===== config.mk =====
export PLATFORM = sky130hd
export DESIGN_NAME = lakespec_cfg_sequencer
export DESIGN_NICKNAME = d
export VERILOG_FILES = /design/src/rtl/lake_cfg_pkg.sv /design/src/rtl/lake_phase_timer.sv /design/src/rtl/lakespec_cfg_sequencer.sv
export SDC_FILE = /design/constraint.sdc
export NUM_CORES = 1
export LEC_CHECK = 0
export CAP_MARGIN = 0
export CELL_PAD_IN_SITES_DETAIL_PLACEMENT = 1
export CELL_PAD_IN_SITES_GLOBAL_PLACEMENT = 1
export CORE_ASPECT_RATIO = 1.1
export CORE_MARGIN = 2
export CORE_UTILIZATION = 36
export CTS_CLUSTER_DIAMETER = 50
export DETAILED_ROUTE_END_ITERATION = 10
export PLACE_DENSITY = 0.83
export SLEW_MARGIN = 40
export SYNTH_ARGS = -nofsm -noshare
export SYNTH_HDL_FRONTEND = slang
export SYNTH_HIERARCHICAL = 1
export SYNTH_SLANG_ARGS = --single-unit

===== constraint.sdc =====
create_clock -name clk -period 18.6 [get_ports clk]
set_input_delay 3.72 -clock clk [delete_from_list [all_inputs] [get_ports clk]]
set_output_delay 3.72 -clock clk [all_outputs]
set_load 0.1 [all_outputs]

===== src/rtl/lake_cfg_pkg.sv =====
// Shared types and sizing helpers for the lakespec configuration sequencer.
// Widths are derived here so the top and the phase timer agree on them.
package lake_cfg_pkg;

    typedef enum logic [1:0] {
        LOAD  = 2'd0,
        HOLD  = 2'd1,
        FLUSH = 2'd2,
        RUN   = 2'd3
    } cfg_seq_state_t;

    function automatic int cfg_num_words(input int size, input int width);
        return (size + width - 1) / width;
    endfunction

    function automatic int cfg_max(input int a, input int b);
        return (a > b) ? a : b;
    endfunction

    // word_cnt must be able to hold NUM_WORDS itself.
    function automatic int cfg_cnt_width(input int num_words);
        return $clog2(num_words + 1);
    endfunction

    function automatic int cfg_tmr_width(input int rst_cycles, input int flush_cycles);
        return $clog2(cfg_max(rst_cycles, flush_cycles) + 1);
    endfunction

endpackage


===== src/rtl/lake_phase_timer.sv =====
// Loadable down-counter shared by the HOLD and FLUSH phases.
// expired is high during the last cycle of a loaded window.
module lake_phase_timer #(
    parameter int W = 3
) (
    input  logic         clk,
    input  logic         rst,
    input  logic         load,
    input  logic [W-1:0] value,
    output logic         expired
);

    logic [W-1:0] count;

    always_ff @(posedge clk or posedge rst) begin
        if (rst) begin
            count <= '0;
        end else if (load) begin
            count <= value;
        end else if (count != '0) begin
            count <= count - W'(1);
        end
    end

    // A window loaded with N spans N cycles; the final one has count==1.
    assign expired = (count == W'(1));

endmodule


===== src/rtl/lakespec_cfg_sequencer.sv =====
// Bring-up controller for one lakespec tile: streams in config_memory, holds
// the tile in reset, runs a flush window, then releases the tile to RUN.
module lakespec_cfg_sequencer
    import lake_cfg_pkg::*;
#(
    parameter int CONFIG_MEMORY_SIZE = 512,
    parameter int CFG_WORD_WIDTH     = 32,
    parameter int RST_CYCLES         = 2,
    parameter int FLUSH_CYCLES       = 4
) (
    input  logic                          clk,
    input  logic                          rst,
    input  logic                          cfg_valid,
    output logic                          cfg_ready,
    input  logic [CFG_WORD_WIDTH-1:0]     cfg_data,
    input  logic                          cfg_last,
    input  logic                          reconfig,
    output logic [CONFIG_MEMORY_SIZE-1:0] config_memory,
    output logic                          dut_rst_n,
    output logic                          flush,
    output logic                          running,
    output logic                          len_err
);

    localparam int NUM_WORDS = cfg_num_words(CONFIG_MEMORY_SIZE, CFG_WORD_WIDTH);
    localparam int CNT_W     = cfg_cnt_width(NUM_WORDS);
    localparam int TMR_W     = cfg_tmr_width(RST_CYCLES, FLUSH_CYCLES);

    cfg_seq_state_t   state;
    logic [CNT_W-1:0] word_cnt;
    logic             hs;
    logic             last_word;
    logic             tmr_load;
    logic [TMR_W-1:0] tmr_value;
    logic             tmr_expired;

    // Valid/ready: a word transfers on a rising edge where cfg_valid and
    // cfg_ready are both high; ready depends only on state, never on valid.
    assign cfg_ready = (state == LOAD);
    assign hs        = cfg_valid & cfg_ready;
    assign last_word = (word_cnt == CNT_W'(NUM_WORDS - 1));

    // HOLD is armed by the final word, FLUSH by HOLD expiring.
    assign tmr_load  = (hs && last_word) || ((state == HOLD) && tmr_expired);
    assign tmr_value = (state == LOAD) ? TMR_W'(RST_CYCLES) : TMR_W'(FLUSH_CYCLES);

    lake_phase_timer #(
        .W (TMR_W)
    ) u_phase_timer (
        .clk     (clk),
        .rst     (rst),
        .load    (tmr_load),
        .value   (tmr_value),
        .expired (tmr_expired)
    );

    // One slice per word; the top slice is truncated when the size is not a
    // whole number of words, so the excess data bits are simply not stored.
    for (genvar w = 0; w < NUM_WORDS; w++) begin : g_word
        localparam int LO = w * CFG_WORD_WIDTH;
        localparam int HI = (((w + 1) * CFG_WORD_WIDTH) < CONFIG_MEMORY_SIZE) ?
                            ((w + 1) * CFG_WORD_WIDTH) - 1 : CONFIG_MEMORY_SIZE - 1;

        logic word_we;
        assign word_we = hs && (word_cnt == CNT_W'(w));

        always_ff @(posedge clk or posedge rst) begin
            if (rst) begin
                config_memory[HI:LO] <= '0;
            end else if (word_we) begin
                config_memory[HI:LO] <= cfg_data[HI-LO:0];
            end
        end
    end

    always_ff @(posedge clk or posedge rst) begin
        if (rst) begin
            state     <= LOAD;
            word_cnt  <= '0;
            dut_rst_n <= 1'b0;
            flush     <= 1'b0;
            running   <= 1'b0;
            len_err   <= 1'b0;
        end else begin
            case (state)
                LOAD: begin
                    if (hs) begin
                        if (last_word) begin
                            state    <= HOLD;
                            word_cnt <= '0;
                            if (!cfg_last) len_err <= 1'b1;
                        end else if (cfg_last) begin
                            // Short stream: restart, keep stale words until overwritten.
                            word_cnt <= '0;
                            len_err  <= 1'b1;
                        end else begin
                            word_cnt <= word_cnt + CNT_W'(1);
                        end
                    end
                end
                HOLD: begin
                    if (tmr_expired) begin
                        state     <= FLUSH;
                        dut_rst_n <= 1'b1;
                        flush     <= 1'b1;
                    end
                end
                FLUSH: begin
                    if (tmr_expired) begin
                        state   <= RUN;
                        flush   <= 1'b0;
                        running <= 1'b1;
                    end
                end
                RUN: begin
                    if (reconfig) begin
                        state     <= LOAD;
                        word_cnt  <= '0;
                        running   <= 1'b0;
                        dut_rst_n <= 1'b0;
                        len_err   <= 1'b0;
                    end
                end
                default: state <= LOAD;
            endcase
        end
    end

endmodule


# ---- Word-level counts from Yosys, hierarchy flattened
# Index checks and enable logic that the tools add are counted.
# Widths: inputs -> output; s select.
dict set report op_classes {
  add_sub_neg 2
  n_eq_ne 26
  muxes 25
  bitwise_logic 1
  n_reduce_logical 32
}
# operator count
set ops {}
lappend ops {{$eq 5x4->1 const B} 8}
lappend ops {{$eq 5x3->1 const B} 4}
lappend ops {{$mux 5} 4}
lappend ops {{$logic_and 1x1->1} 17}
lappend ops {{$reduce_and 3->1} 4}
lappend ops {{$eq 5x2->1 const B} 2}
lappend ops {{$mux 2} 5}
lappend ops {{$pmux 5 s2} 1}
lappend ops {{$reduce_and 5->1} 2}
lappend ops {{$reduce_bool 2->1} 5}
lappend ops {{$mux 3} 3}
lappend ops {{$pmux 1 s2} 4}
lappend ops {{$pmux 2 s4} 1}
lappend ops {{$mux 1} 7}
lappend ops {{$ne 2x2->1 const B} 3}
lappend ops {{$add 5x1->5 const B} 1}
lappend ops {{$eq 5x1->1 const B} 1}
lappend ops {{$logic_not 5->1} 1}
lappend ops {{$eq 2x2->1 const B} 2}
lappend ops {{$ne 2x1->1 const B} 2}
lappend ops {{$eq 3x1->1 const B} 1}
lappend ops {{$ne 3x1->1 const B} 1}
lappend ops {{$ne 3x3->1 const B} 1}
lappend ops {{$reduce_bool 3->1} 1}
lappend ops {{5 further kinds} 5}
dict set report totals {
  ff_bits 526
  inputBits 37
  wordCells 109
}

# ---- Longest topological paths before layout
# Gate-level depths: netlist of the first run.
dict set report depth {
  depth_word 5
  mapped_depth 9
  ltp_nobuf 7
}

# ---- Hierarchy
# The synthesis of the first run kept the hierarchy.
# mod n_inst cells_per_inst area_per_inst_um2
set modules_own_cells {}
lappend modules_own_cells {lakespec_cfg_sequencer 1 1210 20055.5}
lappend modules_own_cells {lake_phase_timer 1 23 220.2}

# ---- Worst setup path before layout of the first run
# OpenSTA, ideal clock, no wires.
dict set report synth_timing {
  path_kind {input port to flip-flop}
  startpoint {input port cfg_valid}
  endpoint {register config_memory[64]}
  arrival_time_ns 4.935
  setup_slack_ns 13.537
  stages 6
  n_path_buf 3
  path_cell_list {buf_2 > nand4_1 > or3_1 > clkbuf_1 > buf_2 > mux2_1}
}
dict set report synth_via {
  elab_chain_len 2
}
# item line
set synth_rtl {}
lappend synth_rtl {{from (decl)} lakespec_cfg_sequencer.sv:13} ;# input logic cfg_valid,
lappend synth_rtl {{$and 1x1->1} lakespec_cfg_sequencer.sv:40} ;# assign hs = cfg_valid & cfg_ready;
lappend synth_rtl {{$logic_and 1x1->1} lakespec_cfg_sequencer.sv:65} ;# assign word_we = hs && (word_cnt == CNT_W'(w));
lappend synth_rtl {{to (signal, indexed assignment)} lakespec_cfg_sequencer.sv:71} ;# config_memory[HI:LO] <= cfg_data[HI-LO:0];
lappend synth_rtl {{to (decl)} lakespec_cfg_sequencer.sv:18} ;# output logic [CONFIG_MEMORY_SIZE-1:0] config_memory,
# No other way between the ends.
# A chain may end at the register's enable or synchronous reset.

# ---- Final worst setup path of the first run
dict set report layout_timing {
  startpoint {register state[0]}
  endpoint {output port cfg_ready}
}
dict set report layout_via {
  elab_chain_len 1
}
# item line
set layout_rtl {}
lappend layout_rtl {{from (decl)} lakespec_cfg_sequencer.sv:29} ;# cfg_seq_state_t state;
lappend layout_rtl {{from (signal assigned)} lakespec_cfg_sequencer.sv:78} ;# state <= LOAD;
lappend layout_rtl {{from (signal assigned)} lakespec_cfg_sequencer.sv:89} ;# state <= HOLD;
lappend layout_rtl {{from (signal assigned)} lakespec_cfg_sequencer.sv:103} ;# state <= FLUSH;
lappend layout_rtl {{$logic_not 2->1} lakespec_cfg_sequencer.sv:39} ;# assign cfg_ready = (state == LOAD);
lappend layout_rtl {{to (decl)} lakespec_cfg_sequencer.sv:14} ;# output logic cfg_ready,
# No other way between the ends.

==> results of run 1 <==
## cells in the mapped netlist, types with 2 or more instances
library cell,count
dfrtp_1,526
mux2_2,411
mux2_4,57
mux2_1,47
buf_2,40
clkbuf_1,38
inv_1,15
ha_1,14
nor2_1,12
nand2_1,11
buf_6,9
nand3_1,6
o21ai_0,6
nand2b_1,5
a21oi_1,4
nor2b_1,4
or3_1,4
nor3_1,3
a211o_1,2
nor3b_1,2
nor4b_1,2
## flip-flops by register name (all words and copies together) (netlist names)
register / flops
config_memory: 512
word_cnt: 5
u_phase_timer/count: 3
state: 2
dut_rst_n: 1
flush: 1
len_err: 1
running: 1
## cells by family (layout without fill, tap and decap cells)
logic type / count (synthesis) / after routing
buffers and inverters: 103 / 684
multiplexers: 515 / 515
AO/OA/AOI/OAI: 20 / 20
flip-flops: 526 / 526
other: 1 / 1
adder cells (fa/ha/maj): 14 / 14
AND/OR/NAND/NOR: 54 / 54
## cell usage in the layout, fill, tap and decap left out, drive strengths merged, types with 5 or more instances in the layout
cell           synthesis  layout
clkinv                 0       8
clkbuf                38      80
nor2                  12      12
nand2b                 5       5
inv                   15      17
o21ai                  6       6
buf                   50     553
dfrtp                526     526
clkdlybuf4s50          0      20
ha                    14      14
nand3                  6       6
mux2                 515     515
nand2                 11      11
## layout make-up
cell class | instances | share of cell area, %
repair buffers | 573 | 11.8
well taps | 744 | 3.61
clock inverters | 16 | 0.839
multi-input cells | 604 | 26.0
clock buffers | 80 | 6.49
flip-flops and latches | 526 | 51.0
inverters | 15 | 0.267
## metal layers
layer / up-vias / track usage (%) / wire, um
met3: 113 / 7.03 / 5390
met2: 485 / 37.5 / 31900
li1: 5382 / - / -
met1: 6724 / 25.4 / 24700
met5: - / 0 / 0
met4: 0 / 7.76 / 2200
## worst min path at each step
stage | from | depth (start not counted) | slack, ns | to
floorplan | word_cnt[4] | 2 | 0.46 | word_cnt[4]
global placement | config_memory[382] | 1 | 0.47 | config_memory[382]
detailed placement | config_memory[382] | 1 | 0.48 | config_memory[382]
CTS | config_memory[51] | 1 | 0.49 | config_memory[51]
global route | config_memory[92] | 1 | 0.51 | config_memory[92]
finish | config_memory[51] | 1 | 0.49 | config_memory[51]
## metrics by stage
| step | util, % | total power [mW] |
|---|---|---|
| final | 46.1 | 3.62 |
| after detailed placement | 42.8 | 2.50 |
| after CTS | 46.2 | 3.65 |
| after floorplan | - | 2.28 |
| after global routing | 46.1 | 3.74 |
| after global placement | 47.5 | 2.58 |
## report_power, final
| part | leakage, nW | internal [mW] | total, mW | switching (mW) |
|---|---|---|---|---|
| logic | 6.43 | 0.200 | 1.16 | 0.964 |
| clock network | 0.930 | 0.678 | 1.14 | 0.457 |
| registers | 7.23 | 1.25 | 1.32 | 0.0677 |
| total | 14.6 | 2.13 | 3.62 | 1.49 |
## critical path, stage by stage (launching register included)
cell and delay [ns]:
dfrtp_1 0.41, inv_1 0.14, ha_1 0.39, buf_2 0.51
==> reports/metrics.cfg, run 1 <==
[status]
outcome=completed

[final_layout]
num_antenna_cells=0
nets=1826
drive_above_1_share_pct=62.1
fillerInstances=5718
area_delta_synth_final_pct=27.2
seq_area_mm2=0.0132
stdcell_area_mm2=0.0258
instances_no_fill=2558
multi_input_area_mm2=0.00671

[setup_path]
r2r_cells=7
cp-end-kind=output pin
critPathCapture=cfg_ready
rrSetupSlack_ns=15.52
critical_path_arrival_ns=2.04
path_max_fanout=10
crit_path_start=state[0]
path_class=reg -> out
r2r_end=config_memory[31]
cp.required_ns=14.88
worstSetupStartpointType=flop
r2r-start=state[0]

[placed_design]
gp_congestion=0.792
dp.cells=2462
post-dp-hpwl_um=43900
postPlaceCellArea_mm2=0.0239
portBuffers=553
dpl_worst_slack_ns=11.96

[sta]
hold_viol=0
fin_worst_skew_ns=0.0189
worstMarginPinSlew_ns=0.851
slew_viol_final=0
period_share_pct=31.0
final-setup-viol-count=0
min_period_ns=5.76
finalSetupTns_ns=0
layout_setup_ws_ns=12.84
max_slew_margin_pct=43.1
rsz0062_at_grt=no
fmax_mhz=174
holdWs_ns=0.490

[yosys]
yosysUniqueCellTypes=36
avgSynthCellArea_um2=16.4
ys_warn_count=6
synthMuxAreaShare_pct=29.7
async_reset_ff_share_pct=100
synth_top_family_by_area=multiplexers
synth-simple-area-share_pct=1.39
synthCells=1233
synth-edff-count=0
synth.area.top_cells=dfrtp_1 (65%), mux2_2 (23%), mux2_4 (4.2%), mux2_1 (2.6%), buf_2 (0.99%)
synth_top_cell_area_share_pct=64.9
ys_ff_latch=526
synth_seq_area_share_pct=64.9
synth_xor_area_share_pct=0
synth_compound_area_share_pct=0.648
yosysTopAreaCell=dfrtp_1
synth_fa_ha_area_share_pct=0.864
synth_area_mm2=0.0203
synthFlopType=dfrtp_1
syn_nets=1284

[routing]
ant_nets=0
drc=0
finalWirelength_um=64200
dr.first_iter.drc_count=490
first_pass_iters=4
wl_per_cell_um=25.1
drt-vias-per-instance=4.97
num_vias=12700

[job]
cap_violations=0

[worst_hold_path]
min_path_type=reg -> reg

[floorplan]
initial_core_util_pct=36.3
die-area_mm2=0.0582
core_area_mm2=0.0559
io_pins=554
die-height_um=253
dieWidth_um=230
rows=91

[clock_tree]
clock_latency_ns=0.60
cts-htree-levels=2
cts_tree=yes
cts.path.max_buffers=3
clk_pin_slew_ns=0.06
cts_sinks=526
cts_made_buffers=55
cts_resized=0
post_cts_buffers=0
ctsHoldBuffers=0
cts_root_buf=clkbuf_16

[grt]
grt_max_degree=116
antenna_found_initial=1
grt_pass1_wl_um=94400
grtUsageTotal_pct=21.7
overflow=0
first_global_vias=13900

[pwr]
leakagePower_nw=14.6
ir_drop_uv=128
power_density_mw_per_mm2=140

(Power assumes the default switching activity.)
==> run 2: changes to the inputs <==
--- a/config.mk
+++ b/config.mk
@@ -10,10 +10,10 @@
 export CELL_PAD_IN_SITES_GLOBAL_PLACEMENT = 1
 export CORE_ASPECT_RATIO = 1.1
 export CORE_MARGIN = 2
-export CORE_UTILIZATION = 36
+export CORE_UTILIZATION = 40
 export CTS_CLUSTER_DIAMETER = 50
 export DETAILED_ROUTE_END_ITERATION = 10
-export PLACE_DENSITY = 0.83
+export PLACE_DENSITY = 0.87
 export SLEW_MARGIN = 40
 export SYNTH_ARGS = -nofsm -noshare
 export SYNTH_HDL_FRONTEND = slang
==> constraint.sdc (replaced) <==
create_clock -name clk -period 5.85 [get_ports clk]
set_input_delay 1.17 -clock clk [delete_from_list [all_inputs] [get_ports clk]]
set_output_delay 1.17 -clock clk [all_outputs]
set_load 0.1 [all_outputs]
==> run 2 against run 1 <==
Net effect:
- sequential power rose to 3.2 times the previous value
- clock skew increased by 0.0092 ns
- critical path depth did not move
- worst setup slack got worse by 10 ns
- design area grew 0.21%
- non-clock buffer count rose by 5
- die area decreased by 9.8%
- combinational power rose to 3.2 times the previous value
- highest routed layer unchanged
- flip-flop and latch count stayed put
- critical path type unchanged
- clock-buffer cell count is 7 lower
- total power grew to 3.2 times the previous value
==> reports/metrics.cfg, run 2 (synthesis gave the netlist of run 1 again) <==
[sta]
max_slew_margin_pct=42.3  ; -0.78 points
fmax_mhz=309
finalSetupTns_ns=0  ; unchanged
worstMarginPinSlew_ns=0.862  ; +0.0117 ns
holdWs_ns=0.483  ; -0.00774 ns
rsz0062_at_grt=no
period_share_pct=55.4
fin_worst_skew_ns=0.0281  ; +0.00922 ns
layout_setup_ws_ns=2.61  ; -10.23 ns
final-setup-viol-count=0  ; unchanged
hold_viol=0  ; unchanged
min_period_ns=3.24
slew_viol_final=0  ; unchanged

[final_layout]
instances_no_fill=2486  ; -2.8%
final_cell_mix=buf_2 (536), dfrtp_1 (526), mux2_2 (411)
largest_reg_flops=512  ; unchanged
final_common_cell=buf_2
fillerInstances=4996  ; -13%
area_delta_synth_final_pct=27.5
largestRegisters=config_memory: 512 flops, word_cnt: 5 flops, u_phase_timer/count: 3 flops
registers.top_by_ff_count=config_memory
drive_above_1_share_pct=62.5  ; +0.36 points
nets=1832  ; +0.33%
num_antenna_cells=0  ; unchanged

[job]
cap_violations=0  ; unchanged

[setup_path]
worstSetupStartpointType=flop
critical_path_arrival_ns=2.07  ; +0.03 ns
path_max_fanout=10  ; unchanged
cp-end-kind=output pin
path_class=reg -> out
cp.required_ns=4.68  ; -10.20 ns

[clock_tree]
cts_resized=0  ; unchanged
cts_made_buffers=56  ; +1.8%
ctsHoldBuffers=0  ; unchanged
clock_latency_ns=0.61  ; about the same
clk_pin_slew_ns=0.06  ; about the same
cts_sinks=526  ; unchanged
cts-htree-levels=2  ; unchanged
cts.path.max_buffers=3  ; unchanged
post_cts_buffers=0  ; unchanged
cts_tree=yes
cts_root_buf=clkbuf_16

[pwr]
intPower_mw=6.70  ; +210%
netSwitchingFraction_pct=41.9  ; +0.75 points
power_density_mw_per_mm2=446  ; +220%
power_switching_mw=4.83  ; +220%
ir_drop_uv=344  ; +170%
p_seq_share_pct=36.4  ; about the same
combPwrFrac_pct=32.4  ; +0.2 points
leakagePower_nw=14.7  ; +0.44%
power.share.clock_pct=31.3  ; about the same

[routing]
finalWirelength_um=65400  ; +1.9%
drc=0  ; unchanged
first_pass_iters=4  ; unchanged
dr.first_iter.drc_count=678  ; +38%
drt-vias-per-instance=5.14  ; +3.5%
num_vias=12800  ; +0.54%
ant_nets=0  ; unchanged
wl_per_cell_um=26.3  ; +4.8%

[floorplan]
core_area_mm2=0.0501  ; -10%
dieWidth_um=219  ; -5.0%
die-height_um=240  ; -5.1%
initial_core_util_pct=40.4  ; +4.2 points
io_pins=554  ; unchanged
die-area_mm2=0.0525  ; -9.8%
rows=86  ; -5.5%

[placed_design]
post-dp-hpwl_um=45100  ; +2.6%
dp.cells=2382  ; -3.2%
portBuffers=553  ; unchanged
gp_congestion=0.786  ; -0.77%
dpl_worst_slack_ns=2.08  ; -9.87 ns

[grt]
grt_max_degree=160  ; +38%
grt_pass1_wl_um=95700  ; +1.4%
grtUsageTotal_pct=24.7  ; +3.0 points
first_global_vias=14200  ; +2.1%
antenna_found_initial=0  ; -1
overflow=0  ; unchanged

[worst_hold_path]
min_path_type=reg -> reg

[status]
outcome=completed

run 2: cell type report:
type                       count  area (um^2)  area share [%]
clock buffer                  73         1570            6.06
clock inverter                30          312            1.21
inverter                      15         60.1           0.232
multi-input combinational    604         6710            26.0
sequential                   526        13200            50.9
tap                          660          826            3.19
timing repair buffer         578         3210            12.4
run 2: worst paths after layout:
kind	startpoint	endpoint	slack [ns]	cells past startpoint
setup / recovery	state[0]	cfg_ready	2.61	3
hold / removal	config_memory[383]	config_memory[383]	0.48	1
setup reg to reg	state[0]	config_memory[122]	2.83	7
hold reg to reg	config_memory[383]	config_memory[383]	0.48	1
max in group asynchronous	rst	config_memory[255]	3.47	4
min in group asynchronous	rst	u_phase_timer/count[0]	0.85	2
run 2: power by group through the flow:
stage                     logic [mW]  clock network, mW  registers, mW
after floorplan                0.693                  0           6.55
after detailed placement        3.75                  0           4.25
after global placement          4.01                  0           4.23
after CTS                       3.75               3.68           4.19
final                           3.73               3.60           4.19
after global routing            3.83               3.81           4.23
run 2: per-stage QoR:
stage | area (um^2) | power [mW] | utilization (%)
final | 25800 | 11.5 | 51.5
after global routing | 25800 | 11.9 | 51.5
after global placement | 26400 | 8.23 | 52.7
after floorplan | 20300 | 7.24 | -
after CTS | 25900 | 11.6 | 51.6
after detailed placement | 24000 | 7.99 | 47.9
run 2: critical path: stages (launching register included):
cell and delay [ns]:
dfrtp_1 0.40, inv_1 0.14, ha_1 0.40, buf_2 0.51
run 2: routing by layer:
metal  GRT usage [%]  up-vias  wire length, um
met3            7.83      130             5380
met4            8.70        0             2500
li1                -     5380                -
met5               0        -                0
met2            42.1      492            32400
met1            29.3     6771            25200
==> run 3: changes to the inputs <==
==> constraint.sdc (replaced) <==
create_clock -name clk -period 3.18 [get_ports clk]
set_input_delay 0.636 -clock clk [delete_from_list [all_inputs] [get_ports clk]]
set_output_delay 0.636 -clock clk [all_outputs]
set_load 0.1 [all_outputs]
==> run 3 against run 2 <==
Net effect:
- die area stayed put
- flip-flop and latch count did not move
- critical path depth is 4 higher
- largest cell class unchanged
==> reports/metrics.cfg, run 3 (synthesis gave the netlist of run 1 again) <==
[grt]
antenna_found_initial=0  ; unchanged
grt_util_met1_pct=29.3  ; -0.051 points
met3_usage_pct=8.59  ; +0.76 points
first_global_vias=14800  ; +4.1%
gr-usage-met2_pct=45.8  ; +3.6 points
grtUsageTotal_pct=26.0  ; +1.3 points
busiest_layer=met2
overflow=0  ; unchanged
grt_pass1_wl_um=101000  ; +5.3%
grt_max_degree=92  ; -43%

[setup_path]
critPathSlowestCell=or3_2
path_max_fanout=32  ; +22
crit_path_start=state[0]
max_stage_delay_ns=0.50  ; about the same
path_class=reg -> reg
r2r-start=state[0]
path_cells=inv_1, ha_1, and2b_1, nand3_1, or3_2, buf_12, mux2_4
critical_path_arrival_ns=3.06  ; +0.99 ns
cp-end-kind=flop
worstSetupStartpointType=flop
r2r_cells=7  ; unchanged
cp.required_ns=3.65  ; -1.03 ns

[final_layout]
largest_reg_flops=512  ; unchanged
largestRegisters=config_memory: 512 flops, word_cnt: 5 flops, u_phase_timer/count: 3 flops
instances_no_fill=2510  ; +0.97%
registers.top_by_ff_count=config_memory
num_antenna_cells=0  ; unchanged
final_cell_mix=buf_4 (554), dfrtp_1 (526), mux2_2 (411)
area_delta_synth_final_pct=35.0
nets=1857  ; +1.4%
drive_above_1_share_pct=62.6  ; +0.11 points
utilization_pct=54.6  ; +3.0 points
stdcell_area_mm2=0.0274  ; +5.9%
final_common_cell=buf_4

[sta]
min_period_ns=2.60
hold_viol=0  ; unchanged
layout_setup_ws_ns=0.584  ; -2.03 ns
worstMarginPinSlew_ns=0.909  ; +0.0463 ns
slew_viol_final=0  ; unchanged
max_slew_margin_pct=39.2  ; -3.1 points
period_share_pct=81.6
fmax_mhz=385
holdWs_ns=0.307  ; -0.175 ns
fin_worst_skew_ns=0.0342  ; +0.00610 ns
rsz0062_at_grt=no
final-setup-viol-count=0  ; unchanged

[placed_design]
dp.cells=2409  ; +1.1%
dpl_worst_slack_ns=0.426  ; -1.66 ns
postPlaceCellArea_mm2=0.0255  ; +6.3%
portBuffers=553  ; unchanged
gp_congestion=0.798  ; +1.6%
post-dp-hpwl_um=47300  ; +5.0%

[routing]
drc=0  ; unchanged
finalWirelength_um=68700  ; +5.0%
wl_per_cell_um=27.4  ; +4.0%
drt-vias-per-instance=5.21  ; +1.3%
num_vias=13100  ; +2.3%
dr.first_iter.drc_count=637  ; -6.0%
ant_nets=0  ; unchanged
first_pass_iters=4  ; unchanged

[floorplan]
die-area_mm2=0.0525  ; unchanged
rows=86  ; unchanged
io_pins=554  ; unchanged
core_area_mm2=0.0501  ; unchanged
dieWidth_um=219  ; unchanged
die-height_um=240  ; unchanged
initial_core_util_pct=40.4  ; unchanged

[pwr]
power_density_mw_per_mm2=791  ; +77%
leakagePower_nw=14.8  ; +0.72%
ir_drop_uv=802  ; +130%

[worst_hold_path]
min_path_type=in -> async

[clock_tree]
cts_made_buffers=55  ; -1.8%
cts_root_buf=clkbuf_16
ctsHoldBuffers=0  ; unchanged
cts_resized=0  ; unchanged
cts.path.max_buffers=3  ; unchanged
post_cts_buffers=0  ; unchanged
cts_tree=yes
clock_latency_ns=0.62  ; about the same
cts-htree-levels=2  ; unchanged
cts_sinks=526  ; unchanged
clk_pin_slew_ns=0.06  ; about the same

[status]
outcome=completed

[job]
cap_violations=0  ; unchanged

## run 3: cell count changes in the layout (fill, tap and decap cells not counted), moves of 3 or more
| cell | before | now |
|---|---|---|
| buf_4 | 14 | 554 |
| clkbuf_8 | 8 | 12 |
| inv_6 | 7 | 1 |
| buf_16 | 6 | 0 |
| buf_2 | 536 | 12 |
| or3_2 | 1 | 4 |
| or3_4 | 3 | 0 |
| clkdlybuf4s50_1 | 17 | 24 |
| buf_12 | 3 | 14 |
## run 3: critical path: cells and delay by family (launching register included)
kind	cells	cell delay, ns
adders and majority gates	1	0.42
buffers and inverters	2	0.35
and+or+nand+nor	3	0.95
muxes	1	0.33
DFF	1	0.40
## run 3: routing by layer
layer | vias to the layer above | part of all wire [%] | wire length (um)
met5 | - | 0 | 0
met4 | 0 | 3.8 | 2600
met3 | 125 | 8.5 | 5820
met2 | 532 | 51 | 35000
met1 | 6954 | 37 | 25300
li1 | 5456 | - | -
## run 3: cell type report
type	count	area, um^2
Clock inverter	26	310
Clock buffer	75	1570
Multi-Input combinational cell	604	6700
Tap cell	660	826
Sequential cell	526	13200
Inverter	15	60.1
Fill cell	4818	22800
Timing Repair Buffer	604	4740
## run 3: final timing paths
| path | end | slack [ns] |
|---|---|---|
| min in group clk | config_memory[383] | 0.49 |
| worst min-delay path | u_phase_timer/count[2] | 0.31 |
| max in group asynchronous | config_memory[228] | 1.86 |
| worst max register to register | config_memory[122] | 0.58 |
| worst max-delay path | config_memory[122] | 0.58 |
| worst min register to register | config_memory[383] | 0.49 |
## run 3: power breakdown
part           switching [mW]  internal, mW  total [mW]
Sequential              0.455          7.33        7.78
Combinational            5.66          1.56        7.22
Clock                    2.77          3.89        6.66
## run 3: metrics by stage
| stage | setup TNS, ns | total power, mW |
|---|---|---|
| finish | 0 | 21.7 |
| global route | 0 | 22.3 |
| CTS | 0 | 21.8 |
| detailed placement | 0 | 15.1 |
| global placement | 0 | 14.9 |
| floorplan | -2386.02 | 13.3 |
